**src/rtl/sync_dp_ram.sv**
```systemverilog
// Single-clock dual-port RAM: byte-enabled write port, registered read port,
// and a post-reset sweep that fills every word with CLR_VAL.
module sync_dp_ram #(
    parameter int                 DATA_W   = 16,
    parameter int                 ADDR_W   = 3,
    parameter int                 DEPTH    = 8,
    parameter bit                 RDW_MODE = 1'b0,
    parameter logic [DATA_W-1:0]  CLR_VAL  = '0
) (
    input  logic                  clk,
    input  logic                  clr_n,
    input  logic                  we,
    input  logic [ADDR_W-1:0]     wr_addr,
    input  logic [DATA_W-1:0]     data_in,
    input  logic [DATA_W/8-1:0]   be,
    input  logic                  re,
    input  logic [ADDR_W-1:0]     rd_addr,
    output logic [DATA_W-1:0]     data_out,
    output logic                  rd_valid,
    output logic                  init_busy,
    output logic                  addr_err
);
    localparam int                NB      = DATA_W / 8;
    localparam logic [ADDR_W:0]   DEPTH_C = (ADDR_W+1)'(DEPTH);
    localparam logic [ADDR_W-1:0] LAST    = ADDR_W'(DEPTH - 1);

    typedef enum logic {INIT, READY} state_t;

    state_t              state_q, state_d;
    logic [ADDR_W-1:0]   cnt_q, cnt_d;
    logic                init_we;
    logic [DATA_W-1:0]   mem [DEPTH];

    logic                rdy, wr_in, rd_in, wr_ok, rd_ok, wr_bad, rd_bad;
    logic [DATA_W-1:0]   wr_mask, rd_word;

    assign rdy    = (state_q == READY);
    assign wr_in  = ({1'b0, wr_addr} < DEPTH_C);
    assign rd_in  = ({1'b0, rd_addr} < DEPTH_C);
    assign wr_ok  = rdy & we & wr_in;
    assign rd_ok  = rdy & re & rd_in;
    assign wr_bad = rdy & we & ~wr_in;
    assign rd_bad = rdy & re & ~rd_in;

    // init_busy comes straight off the state flop, so it is registered
    assign init_busy = (state_q == INIT);

    for (genvar k = 0; k < NB; k++) begin : g_mask
        assign wr_mask[8*k +: 8] = {8{be[k]}};
    end

    always_ff @(posedge clk) begin
        if (!clr_n) begin
            state_q <= INIT;
            cnt_q   <= '0;
        end else begin
            state_q <= state_d;
            cnt_q   <= cnt_d;
        end
    end

    always_comb begin
        state_d = state_q;
        cnt_d   = cnt_q;
        init_we = 1'b0;
        case (state_q)
            INIT: begin
                init_we = 1'b1;
                if (cnt_q == LAST) state_d = READY;
                else               cnt_d   = cnt_q + 1'b1;
            end
            default: ;
        endcase
    end

    // Memory array has no reset; the reset edge itself never writes it
    always_ff @(posedge clk) begin
        if (clr_n) begin
            if (init_we) begin
                mem[cnt_q] <= CLR_VAL;
            end else if (wr_ok) begin
                for (int k = 0; k < NB; k++)
                    if (be[k]) mem[wr_addr][8*k +: 8] <= data_in[8*k +: 8];
            end
        end
    end

    always_comb begin
        rd_word = mem[rd_addr];
        if (RDW_MODE && wr_ok && (wr_addr == rd_addr))
            rd_word = (rd_word & ~wr_mask) | (data_in & wr_mask);
    end

    always_ff @(posedge clk) begin
        if (!clr_n) begin
            data_out <= '0;
            rd_valid <= 1'b0;
            addr_err <= 1'b0;
        end else begin
            rd_valid <= rd_ok | rd_bad;
            addr_err <= wr_bad | rd_bad;
            if (rd_ok)       data_out <= rd_word;
            else if (rd_bad) data_out <= '0;
        end
    end
endmodule
```
**config.mk**
```make
export PLATFORM = sky130hd
export DESIGN_NAME = sync_dp_ram
export DESIGN_NICKNAME = d
export VERILOG_FILES = /design/src/rtl/sync_dp_ram.sv
export SDC_FILE = /design/constraint.sdc
export NUM_CORES = 1
export LEC_CHECK = 0
export CORE_AREA = 2 2 131 82
export DETAILED_ROUTE_END_ITERATION = 10
export DIE_AREA = 0 0 133 84
export MAX_ROUTING_LAYER = met4
export PLACE_DENSITY = 0.95
export SLEW_MARGIN = 40
export SYNTH_ARGS = -nofsm -noshare
export SYNTH_HDL_FRONTEND = slang
export SYNTH_SLANG_ARGS = --single-unit
```
**constraint.sdc**
```tcl
create_clock -name clk -period 2.95 [get_ports clk]
set_input_delay 0.4425 -clock clk [delete_from_list [all_inputs] [get_ports clk]]
set_output_delay 0.4425 -clock clk [all_outputs]
set_load 0.1 [all_outputs]
```
After elaboration in Yosys (flattened, before gate mapping)
Memory sizes are Yosys's and may differ from the RTL's. A register that Yosys moved wholly into a read port is not among the register bits.
Index checks and enable logic that the tools add are counted.
Widths: inputs -> output; s select.
{ "word_totals": {"reg_bits": 5, "ram_bits": 128, "in_bits": 28, "output_inout_bits": 19, "word_cells": 31, "mem_count": 1} }
{ "op_classes": {"n_addsub": 1, "eq_ne": 1, "mux": 18, "bitwise": 4, "reduce_logical": 3} }
{ "memory_table": {"columns": ["memory", "depth", "width", "rd", "rd_clocked_by_memory_dff", "wr", "line", "text"], "rows": [
  ["mem", 8, 16, 1, 1, 1, "32", "logic [DATA_W-1:0] mem [DEPTH];"]
]} }
{ "ops": {"columns": ["operator", "n"], "rows": [
  ["$mux 16", 1],
  ["$reduce_or 16->1", 1],
  ["$mux 1", 15],
  ["$add 3x1->3 const B", 1],
  ["$eq 3x3->1 const B", 1],
  ["$mux 3", 1],
  ["$and 1x1->1", 2],
  ["$mux 2", 1],
  ["$not 1->1", 2],
  ["$reduce_and 2->1", 1],
  ["$logic_not 1->1", 1]
]} }

Logic depth before layout (Yosys ltp)
Gate-level depths: netlist of the first run.
{ "logic_depth": {"word_depth": 7, "ltp_mapped": 6, "mapped_depth_nobuf": 5} }

Worst setup path before layout of the first run
OpenSTA, ideal clock, no wires.
{ "synth_timing": {"path_kind": "input-to-reg", "startpoint": "input be[0]", "endpoint": "memory mem[2][0], enable pin", "setup_ps": 370, "t_arrival_ps": 1512, "t_required_ps": 2580, "path_slack_ps": 1068, "stages": 5, "n_path_buf": 1, "path_cell_list": "o2111a_2 > buf_6 > nor4b_2 > a31oi_1 > nor2_1"} }
{ "synth_between": {"elab_chain_cells": 7, "elab_cells_between_ends": 8, "cone_classes": "mux (7); reduce/logical (1)"} }
{ "synth_rtl": {"columns": ["item", "line", "text"], "rows": [
  ["from (decl)", "15", "input logic [DATA_W/8-1:0] be,"],
  ["$mux 1 (*)", "83", "if (be[k]) mem[wr_addr][8*k +: 8] <= data_in[8*k +: 8];"],
  ["$mux 1 (*)", "81", "end else if (wr_ok) begin"],
  ["$mux 1 (*)", "79", "if (init_we) begin"],
  ["$mux 1 (*)", "78", "if (clr_n) begin"],
  ["$mux 1 (not written as such) (*)", "83", null],
  ["$reduce_or 16->1 (no line)", null, null],
  ["$mux 3 (no line) or $mux 2 (tied branches)", null, null],
  ["to (decl)", "32", null]
]} }
Every way passes the cells marked *; elsewhere a longest branch is shown, timed or not.

Worst setup path in the final report of the first run
{ "layout_timing": {"startpoint": "register state_q, in the netlist rdy", "endpoint": "memory mem[7][2], enable pin"} }
{ "layout_between": {"elab_chain_cells": 7, "elab_cells_between_ends": 15, "cone_classes": "mux (13); bitwise (1); reduce/logical (1)"} }
{ "layout_rtl": {"columns": ["item", "line", "text"], "rows": [
  ["from (decl)", "29", "state_t state_q, state_d;"],
  ["from (signal assigned)", "57", "state_q <= state_d;"],
  ["$and 1x1->1", null, null],
  ["$mux 1", "81", null],
  ["$mux 1", "79", null],
  ["$mux 1", "78", null],
  ["$mux 1 (not written as such)", "83", null],
  ["$reduce_or 16->1 (no line)", null, null],
  ["$mux 3 (no line) or $mux 2 (tied branches)", null, null]
]} }
Parallel ways exist; a longest one is shown, timed or not.

==> metrics list, run 1 <==
- Minimum setup slack after placement: 0.235 ns
* Die Wd: 133 µm
- Cell taking the most area after synthesis: edfxtp_1
- DIE AREA: 11200 µm²
* Area Overhead vs Synth: 19.2%
* Least setup slack across all paths after layout: 0.653 ns
- The analysis attributes to cell leakage a power of 2.55 nW.
* Cts bufs inserted: 17
- CP Cell Sequence: o2111a_2 > a41oi_1 > nor2_1
- Proportion of register bits with asynchronous set or reset after synthesis: 0
- Endpoint arrival time on the critical path: 2.34 ns
- Most frequent cell after synthesis: edfxtp_1
- Diode insertion count for antenna repair: 0
- Power per cell area: 695 nW/µm²
- Critical Path Max Stage Delay: 0.66 ns
- Maximum number of pins on one net before global-route repair: 37
- The first detailed-routing pass took 5 iterations.
* Synthesized area: 6070 µm²
* Total of hold buffers inserted after clock tree synthesis: 0
- Slowest-stage cell, CP: nor2_1
- The share of synthesized area in the top cell type comes to 0.633.
- Area of the core: 10100 µm²
* Antenna-violating nets left: 0
- Synth cell types: 33
- After synthesis, the mean cell area works out to 15.2 µm².
* CP Launch Type: flop
* Count of flip-flops with a built-in enable after synthesis: 128
- The cell count after synthesis came out at 399.
- GPL Wtd Cong: 0.888
- In the finished design, the share of the clock period the worst path needs comes to 0.779.
* Synth top area cells: edfxtp_1 (63%), mux2i_1 (11%), dfxtp_1 (6.9%)
- Initial Utilization: 0.600
- In this run the vertical extent of the chip is 84 µm.
- Routed length on met1: 5880 µm
- The worst setup path is captured at a flop.
- List of most frequent post-synthesis cells: edfxtp_1 (128), mux2i_1 (64), nor2_1 (35)
- Counting every net in the synthesized netlist gives 429.
- Classification of the worst-slack hold path: flop to flop
- The total overflow left after global routing is 0.
- First-pass GRT wire length: 22900 µm
* Largest buffer count on any clock path: 2
- Number of DRC markers in iteration 0: 601
* Dominant register cell in the synthesized netlist: edfxtp_1
* CTS resizes: 0
- After detailed routing, the met2 layer carries 7080 µm of wire.
- For the finished layout, the period the worst path requires is 2.30 ns.
- Later-pin clock latency in the skew report: 0.42 ns
- Across the VDD grid, the largest voltage drop is 0.403 mV.
- Routed wl met3: 2020 µm
- Summing internal, switching and leakage power gives 5.03 mW.
- Placement row count: 29
* Final Hold Viols: 0
- Max Freq: 435 MHz
* Setup-failing EPs final: 0
* Layout Skew: 0.00904 ns
* Setup total negative slack: 0 ns
- For this run, the share of the core covered by cells in the final layout is 0.715.
* CTS H-tree depth: 4
- Across the run, the number of max-cap violations was 0.
- Worst-Margin Slew: 0.815 ns
- In this run the worst path has a maximum fanout of 20.
- Top routing layer used: met4
* Flop and latch count out of synthesis: 149
- Pins over their slew limit: 0
* Result of the run: finished, final reports clean
- After detailed routing, the average wire length per cell comes to 25.2 µm.
- Final hold analysis gives a worst-case slack of 0.549 ns.
- Number of global-route vias before repair: 3925
- Clock Sink Count: 149
* Setup repair after global routing missed its margin: no
- CTS tree: done
- Of the cells placed in the final design, the portion with a size suffix greater than 1 is 0.160.
- Detailed placement finished with a half-perimeter wire length of 9250 µm.
* Via Count: 3972
- Tot GR Track Use: 0.294
* Kind of cell with the highest combined delay on the critical path: compound AO/OA/AOI/OAI gates
- Post-CTS setup-driven buffer insertion count: 0
- The share of the Yosys chip area taken by registers is 0.702.
- Number of design rule violations left after detail routing: 0
- Worst path required time: 2.99 ns
- The number of antenna violations at the first check in global routing came to 0.
- Clock-pin slew was measured on the worst setup and hold paths at 0.06 ns.
- The final layout contains 487 nets.
- # IOs: 47
- The routed design has 15400 µm of wire.
- The tree is rooted in a clkbuf_16.
- For flop-to-flop paths, the worst setup slack is 0.65 ns.
* Type of the worst setup path: flop to flop
- The count of buffers added on input and output ports is 45.
* Via/cell ratio: 6.52
- Measured against its own limit, the worst slew margin works out to 0.455.
- Number of warnings printed during yosys synthesis: 0
* Count of buffering cells on the critical path with inverters included: 0
[kinds of logic after synthesis]
kind of cell	after synthesis	synth area share
AO/OA/AOI/OAI	77	0.0812
XOR/XNOR	1	0.00144
adder cells (fa/ha/maj)	2	0.00412
buffers and inverters	27	0.0367
flip-flops	149	0.702
multiplexers	64	0.105
other	1	0.000617
AND/OR/NAND/NOR	78	0.0684
[tightest hold or removal path: cells and delay by family, from the launching register on]
family | cells | cell delay [ns]
flops | 1 | 0.34
compound gates | 1 | 0.09
simple gates | 1 | 0.09
[flip-flops by register name, indices dropped and copies added (netlist names)]
name and cells:
rd_valid 1, rdy 1, mem 128, data_out 16
cnt_q 3
[final timing paths]
check / to / depth (start not counted) / startpoint
setup / recovery: mem[7][2]$_DFFE_PP_ / 3 / rdy$_SDFF_PN0_
hold / removal: data_out[2]$_SDFFE_PN0P_ / 2 / data_out[2]$_SDFFE_PN0P_
setup reg to reg: mem[7][2]$_DFFE_PP_ / 3 / rdy$_SDFF_PN0_
hold reg to reg: data_out[2]$_SDFFE_PN0P_ / 2 / data_out[2]$_SDFFE_PN0P_
[layout make-up]
class                      instances  area (µm²)
sequential                       149        4260
fill                             561        2890
multi-input combinational        223        1590
timing repair buffer              63         551
clock buffer                      20         447
clock inverter                    12         203
tap                              139         174
inverter                           3        11.3
[stage by stage]
stage               instance area (µm²)  instances
finish                             7240        609
global route                       7240        609
CTS                                7240        609
detailed placement                 6590        577
global placement                   6590        577
floorplan                          6070        399
[metal layers]
metal,track usage,vias to the layer above
li1,-,1638
met1,0.383,1933
met2,0.437,350
met3,0.101,51
met4,0.0958,0
met5,-,-
[cell usage in the layout, fill, tap and decap left out, types with 3 or more instances in the layout]
cell type and count:
a21oi_1 16, a22oi_1 32, a31oi_1 6, and2_1 18, buf_4 36, bufinv_16 5
clkbuf_16 17, clkdlybuf4s50_1 26, clkinv_4 3, dfxtp_1 21, edfxtp_1 128, inv_1 3
mux2i_1 64, nand2_1 10, nor2_1 34, nor2b_1 4, nor4b_2 3, o21ai_0 17
[report_power, final]
| part | switching, mW | internal, mW | total, mW |
|---|---|---|---|
| Sequential | 0.0353 | 2.34 | 2.37 |
| Combinational | 0.174 | 0.115 | 0.289 |
| Clock | 0.845 | 1.53 | 2.37 |
| Total | 1.05 | 3.98 | 5.03 |
Note: power is estimated with default switching activity, not from simulation.
==> inputs of run 2 (changes only) <==
CORE_AREA = 2 2 143 89   (was 2 2 131 82)
DIE_AREA = 0 0 145 91   (was 0 0 133 84)
PLACE_DENSITY = 0.86   (was 0.95)
clock period = 2 ns   (was 2.95 ns; I/O delays follow)
==> run 2 against run 1 <==
Via count fell by 7.2%; register-to-register slack got worse by 0.37 ns; clock power rose by 41%; clock skew fell by 0.0019 ns; non-clock buffer count rose by 18; largest cell class unchanged.
==> metrics list, run 2 (synthesis results as in run 1) <==
- CTS H-tree depth: 4 (unchanged)
- Number of design rule violations left after detail routing: 0 (unchanged)
- The average vias per placed instance was 5.65 (was 6.52).
- Most used cells in the layout excluding fill and tap cells: edfxtp_1 (128), mux2i_1 (64), buf_4 (53) (was edfxtp_1 (128), mux2i_1 (64), buf_4 (36))
* I/O Buffers: 45 (unchanged)
- Critical path fanouts, max: 15 (was 20)
- Antenna-violating nets left: 0 (unchanged)
* Clock Tree Root: clkbuf_16 (unchanged)
* Total of hold buffers inserted after clock tree synthesis: 0 (unchanged)
- Pins over their slew limit: 0 (unchanged)
- The clock transition at the registers of the reported paths is 0.06 ns (about the same).
- CP Cell Sequence: clkdlybuf4s50_1 > o2111a_2 > nor4b_2 > a31oi_1 > nor2_1 > buf_4 (was o2111a_2 > a41oi_1 > nor2_1)
- Half-perimeter wire length after detailed placement: 8750 µm (was 9250 µm)
- The number of gates resized after cts came to 0 (unchanged).
- The pre-CTS worst setup slack came to -0.164 ns (was 0.235 ns).
- Via Count: 3687 (was 3972)
- Sum of overflow across all layers after global routing: 0 (unchanged)
* Number of search-and-repair iterations in the first detailed-routing pass: 5 (unchanged)
- The switching share of power came to 0.210 (was 0.209).
- The number of setup buffers added after CTS came to 0 (unchanged).
* Diode insertion count for antenna repair: 0 (unchanged)
* Tot GR Track Use: 0.223 (was 0.294)
- Setup repair after global routing missed its margin: no (unchanged)
- The maximum ir drop on the vdd rail is 0.675 mV (was 0.403 mV).
- The total length of routed wires came to 13500 µm (was 15400 µm).
- Final design utilization: 0.625 (was 0.715)
* Number of DRC markers in iteration 0: 476 (was 601)
- The later-pin clock latency in the skew report came to 0.43 ns (was 0.42 ns).
- Least setup slack across all paths after layout: 0.208 ns (was 0.653 ns)
- The relative contribution of sequential cells to total power came to 0.481 (was 0.471).
* CTS tree: done (unchanged)
* Placement row count: 31 (was 29)
- Static timing analysis puts the maximum clock frequency at 558 MHz.
- The area growth from synthesis to layout was 21.8% (was 19.2%).
- The number of antenna violations at the first check in global routing is 0 (unchanged).
- Kind of end point of the critical path: flop (unchanged)
- The cell area after layout is 7390 µm² (was 7240 µm²).
* Max reg flops: 128 (unchanged)
- The most common cell after layout, fill and taps aside is edfxtp_1 (unchanged).
- Largest registers ranked by flip-flop count: mem (128), data_out (16), cnt_q (3) (unchanged).
* Power share of the clock group: 0.460 (was 0.471)
- Internal: 5.73 mW (was 3.98 mW)
- Area of the core: 11800 µm² (was 10100 µm²)
- The vertical die dimension came to 91 µm (was 84 µm).
- The nature of the critical path startpoint is an input port (was flop).
- Clock Sink Count: 149 (unchanged)
* Fraction of final layout cells with drive strength greater than 1: 0.191 (was 0.160)
- Setup-failing EPs final: 0 (unchanged)
- # IOs: 47 (unchanged)
- The clock buffer count from CTS was 17 (unchanged).
* Placed cell area: 6770 µm² (was 6590 µm²)
- The portion of total power attributed to combinational logic came to 0.059 (was 0.057).
- The number of buffers on the longest clock path is 2 (unchanged).
- First-pass GRT wire length: 20900 µm (was 22900 µm)
- Critical Path Max Stage Delay: 0.42 ns (was 0.66 ns)
* Register containing the most flip-flops in the final layout: mem (unchanged)
- The slowest stage cell on the critical path is clkdlybuf4s50_1 (was nor2_1).
- Fraction of the cycle the final worst path needs: 0.896
- The leakage power total was 2.63 nW (was 2.55 nW).
- The final net count came to 505 (was 487).
- The effective utilization at floorplan is 0.513 (was 0.600).
* Worst path required time: 2.12 ns (was 2.99 ns)
* Switching power: 1.53 mW (was 1.05 mW)
- Final Hold Viols: 0 (unchanged)
* Minimum period implied by the final worst setup slack: 1.79 ns
- The count of maximum capacitance violations came to 0 (unchanged).
- Post-detailed-route wirelength per cell: 20.7 µm (was 25.2 µm)
- The arrival time at the worst endpoint came to 1.92 ns (was 2.34 ns).
- Number of global-route vias before repair: 3715 (was 3925)
* Layout Skew: 0.00713 ns (was 0.00904 ns)
- The kind of critical path is input port to flop (was flop to flop).
- The placer's final routability congestion estimate came to 0.852 (was 0.888).
- The setup TNS came to 0 ns (unchanged).
- Power per cell area: 981 nW/µm² (was 695 nW/µm²)
* Classification of the worst-slack hold path: flop to flop (unchanged)
* Maximum number of pins on one net before global-route repair: 24 (was 37)
* Final hold slack: 0.516 ns (was 0.549 ns)
- Result of the run: finished, final reports clean (unchanged).
- DIE AREA: 13200 µm² (was 11200 µm²)
- Die Wd: 145 µm (was 133 µm)
[run 2: final cells by class]
type	instances	area, µm²
Inverter	3	11.3
Timing Repair Buffer	81	698
Clock buffer	22	484
Multi-Input combinational cell	223	1590
Clock inverter	10	144
Fill cell	825	4440
Sequential cell	149	4260
Tap cell	165	206
[run 2: final timing paths]
kind | start | endpoint | slack [ns] | cells after the start
worst max-delay path | be[0] | mem[4][6]$_DFFE_PP_ | 0.21 | 6
worst min-delay path | data_out[13]$_SDFFE_PN0P_ | data_out[13]$_SDFFE_PN0P_ | 0.52 | 2
worst max register to register | rdy$_SDFF_PN0_ | mem[5][8]$_DFFE_PP_ | 0.28 | 5
worst min register to register | data_out[13]$_SDFFE_PN0P_ | data_out[13]$_SDFFE_PN0P_ | 0.52 | 2
[run 2: stage by stage]
stage	instances	power, mW
after floorplan	399	3.81
after global placement	621	3.95
after detailed placement	621	3.97
after CTS	653	7.28
after global routing	653	7.44
final	653	7.26
[run 2: critical path, delay by kind of cell]
kind,cells,cell delay (ns)
buffers and inverters,2,0.65
AOI/OAI and AO/OA,2,0.52
and+or+nand+nor,2,0.44
[run 2: power groups by stage]
stage                     combinational (mW)  clock, mW  sequential (mW)
after floorplan                        0.257          0             3.55
after global placement                 0.404          0             3.54
after detailed placement               0.421          0             3.55
after CTS                              0.426       3.37             3.49
after global routing                   0.456       3.48             3.50
final                                  0.428       3.34             3.49
[run 2: metal layers]
| metal | GRT usage | wire (µm) | up-vias |
|---|---|---|---|
| li1 | - | - | 1681 |
| met1 | 0.289 | 5700 | 1775 |
| met2 | 0.333 | 6350 | 197 |
| met3 | 0.0633 | 1130 | 34 |
| met4 | 0.0924 | 329 | 0 |
| met5 | - | 0 | - |
==> inputs of run 3 (changes only) <==
CORE_AREA = 2 2 131 82   (was 2 2 143 89)
DIE_AREA = 0 0 133 84   (was 0 0 145 91)
GPL_ROUTABILITY_DRIVEN = 0   (was not set)
PLACE_DENSITY = 0.95   (was 0.86)
clock period = 2.25 ns   (was 2 ns; I/O delays follow)
==> run 3 against run 2 <==
Cell area shrank 1.5%; sequential power shrank 11%; utilization rose by 9.5 points; count of clock-buffer cells in the layout decreased by 3; clock skew is 0.0059 ns higher; wire length increased by 4.6%; final cell count fell by 5.4%; register-to-register slack better by 0.20 ns; hold slack gained 0.025 ns.
==> metrics list, run 3 (synthesis results as in run 1) <==
- The via count of the first global-routing pass is 3864 (was 3715).
- The number of setup buffers added after CTS came to 0 (unchanged).
- Max reg flops: 128 (unchanged)
* Filler cell count in the final layout: 549 (was 825)
- Result of the run: finished, final reports clean (unchanged).
* Fraction of met1 tracks used by global routing: 0.368 (was 0.289)
- The number of top-level pins came to 47 (unchanged).
- Cell Count Post-Placement: 586 (was 621)
- The count of antenna-violating nets left after detailed routing came to 0 (unchanged).
- Worst-Margin Slew: 0.775 ns
- Critical path fanouts, max: 15 (unchanged)
- The total number of vias is 3895 (was 3687).
- Setup repair after global routing missed its margin: no (unchanged)
* Minimum setup slack after placement: -0.00290 ns (was -0.164 ns)
- The worst pin sits at a relative slew slack of 0.482.
- The most heavily used metal layer in global routing was met2 (unchanged).
- The number of port buffers is 45 (unchanged).
- Count of maximum capacitance violations: 0 (unchanged)
* Minimum period implied by the final worst setup slack: 1.85 ns
- The count of TritonRoute iterations in the first routing pass is 6 (was 5).
* Pins over their slew limit: 0 (unchanged)
* Type of the worst setup path: input port to flop (unchanged)
* Placed cell area: 6650 µm² (was 6770 µm²)
- The vertical die dimension is 84 µm (was 91 µm).
* Clock-pin slew reported for the worst setup and hold paths after clock tree synthesis: 0.06 ns (about the same)
- Power share of the clock group: 0.462 (was 0.460)
- The count of routing violations after the opening detailed-route iteration was 454 (was 476).
- The horizontal die dimension was 133 µm (was 145 µm).
- Post-layout power: 6.47 mW (was 7.26 mW)
* Fraction of final layout cells with drive strength greater than 1: 0.173 (was 0.191)
* Post-route standard cell area excluding fillers: 7290 µm² (was 7390 µm²)
- Post-detailed-route wirelength per cell: 22.9 µm (was 20.7 µm)
- Worst r2r path cells: 5 (unchanged)
* Switching power: 1.35 mW (was 1.53 mW)
- Launch point of the worst path: we (was be[0])
- Most used cells in the layout excluding fill and tap cells: edfxtp_1 (128), mux2i_1 (64), buf_4 (45) (was edfxtp_1 (128), mux2i_1 (64), buf_4 (53)).
* Final Hold Viols: 0 (unchanged)
* Final standard cell count with taps included and fillers excluded: 618 (was 653)
* Flop-to-flop setup slack: 0.48 ns (was 0.28 ns)
- The path class of the lowest-slack min-delay path is flop to flop (unchanged).
- Tot GR Track Use: 0.274 (was 0.223)
- CTS tree: done (unchanged)
- The number of buffers on the longest clock path came to 2 (unchanged).
* Maximum number of pins on one net before global-route repair: 27 (was 24)
* CTS H-tree depth: 4 (unchanged)
- Register containing the most flip-flops in the final layout: mem (unchanged)
- The average vias per placed instance came to 6.30 (was 5.65).
* End of the critical path: mem[5][14]$_DFFE_PP_ (was mem[4][6]$_DFFE_PP_)
- Final design utilization: 0.720 (was 0.625)
- Static timing analysis puts the maximum clock frequency at 540 MHz.
* Power per cell area: 888 nW/µm² (was 981 nW/µm²)
* Kind of end point of the critical path: flop (unchanged)
* LEAKAGE: 2.59 nW (was 2.63 nW)
* Endpoint arrival time on the critical path: 1.99 ns (was 1.92 ns)
* Half-perimeter wire length after detailed placement: 8630 µm (was 8750 µm)
- The internal power summed over all cells was 5.13 mW (was 5.73 mW).
* Diode insertion count for antenna repair: 0 (unchanged)
- In the finished design, the share of the clock period the worst path needs comes to 0.823.
- First-pass GRT wire length: 21700 µm (was 20900 µm)
- The later-pin clock latency in the skew report came to 0.43 ns (about the same).
- Worst path required time: 2.38 ns (was 2.12 ns)
- The switching share of power came to 0.208 (was 0.210).
- Least setup slack across all paths after layout: 0.398 ns (was 0.208 ns)
- Met3 track utilization from global routing: 0.0747 (was 0.0633)
- The routing usage on met2 came to 0.405 (was 0.333).
- The effective utilization at floorplan was 0.600 (was 0.513).
- The clock root buffer master is clkbuf_16 (unchanged).
* Number of design rule violations left after detail routing: 0 (unchanged)
- Placement row count: 29 (was 31)
- The total core area is 10100 µm² (was 11800 µm²).
- Share of power burned in registers: 0.479 (was 0.481)
- Worst r2r dst: mem[5][14]$_DFFE_PP_ (was mem[5][8]$_DFFE_PP_)
- The maximum ir drop on the vdd rail came to 0.702 mV (was 0.675 mV).
- The area growth from synthesis to layout is 20.0% (was 21.8%).
- The number of gates resized after cts was 0 (unchanged).
- The number of antenna violations at the first check in global routing came to 0 (unchanged).
- CP Launch Type: input port (unchanged)
- Setup-failing EPs final: 0 (unchanged)
- Reg-to-reg critical path startpoint: rdy$_SDFF_PN0_ (unchanged)
- Layout Skew: 0.0130 ns (was 0.00713 ns)
- The full die area came to 11200 µm² (was 13200 µm²).
- Sum of overflow across all layers after global routing: 0 (unchanged)
* Clock Sink Count: 149 (unchanged)
- NumNets Final: 496 (was 505)
- The most common cell after layout, fill and taps aside is edfxtp_1 (unchanged).
* Cts bufs inserted: 17 (unchanged)
- Total of hold buffers inserted after clock tree synthesis: 0 (unchanged)
* Total wire length: 14100 µm (was 13500 µm)
- Largest registers ranked by flip-flop count: mem (128), data_out (16), cnt_q (3) (unchanged).
- Combinational Power Share: 0.058 (was 0.059)
[run 3: critical path, cell delays in order]
cell             delay, ns
clkdlybuf4s50_1       0.50
o2111a_2              0.40
buf_4                 0.25
a31oi_1               0.14
nor2_1                0.15
buf_4                 0.20
[run 3: how the worst min path moves through the flow]
stage / to / cells after the start / slack (ns) / from
detailed placement: data_out[3]$_SDFFE_PN0P_ / 2 / 0.51 / data_out[3]$_SDFFE_PN0P_
global route: data_out[2]$_SDFFE_PN0P_ / 2 / 0.58 / data_out[2]$_SDFFE_PN0P_
floorplan: rd_valid$_SDFF_PN0_ / 1 / 0.49 / clr_n
finish: data_out[2]$_SDFFE_PN0P_ / 2 / 0.54 / data_out[2]$_SDFFE_PN0P_
CTS: data_out[2]$_SDFFE_PN0P_ / 2 / 0.54 / data_out[2]$_SDFFE_PN0P_
global placement: data_out[13]$_SDFFE_PN0P_ / 2 / 0.50 / data_out[13]$_SDFFE_PN0P_
[run 3: metal layers]
metal	wire, µm	up-vias
li1	-	1655
met1	5640	1936
met2	6650	264
met3	1470	40
met4	380	0
met5	0	-
[run 3: power by group through the flow]
stage / clock network [mW] / registers [mW] / logic (mW)
floorplan: 0 / 3.15 / 0.228
global placement: 0 / 3.15 / 0.346
detailed placement: 0 / 3.16 / 0.363
CTS: 3.00 / 3.10 / 0.369
global route: 3.10 / 3.11 / 0.397
finish: 2.99 / 3.10 / 0.377
[run 3: final cells by class]
type | instances | area, µm² | area share
Sequential cell | 149 | 4260 | 0.585
Multi-Input combinational cell | 223 | 1590 | 0.218
Timing Repair Buffer | 72 | 618 | 0.0848
Clock buffer | 19 | 453 | 0.0622
Clock inverter | 13 | 180 | 0.0247
Tap cell | 139 | 174 | 0.0239
Inverter | 3 | 11.3 | 0.00155
[run 3: stage by stage]
step                setup TNS (ns)  hold slack (ns)
floorplan                        0            0.490
global placement                 0            0.496
detailed placement         -0.0212            0.514
CTS                              0            0.544
global route                     0            0.576
finish                           0            0.542
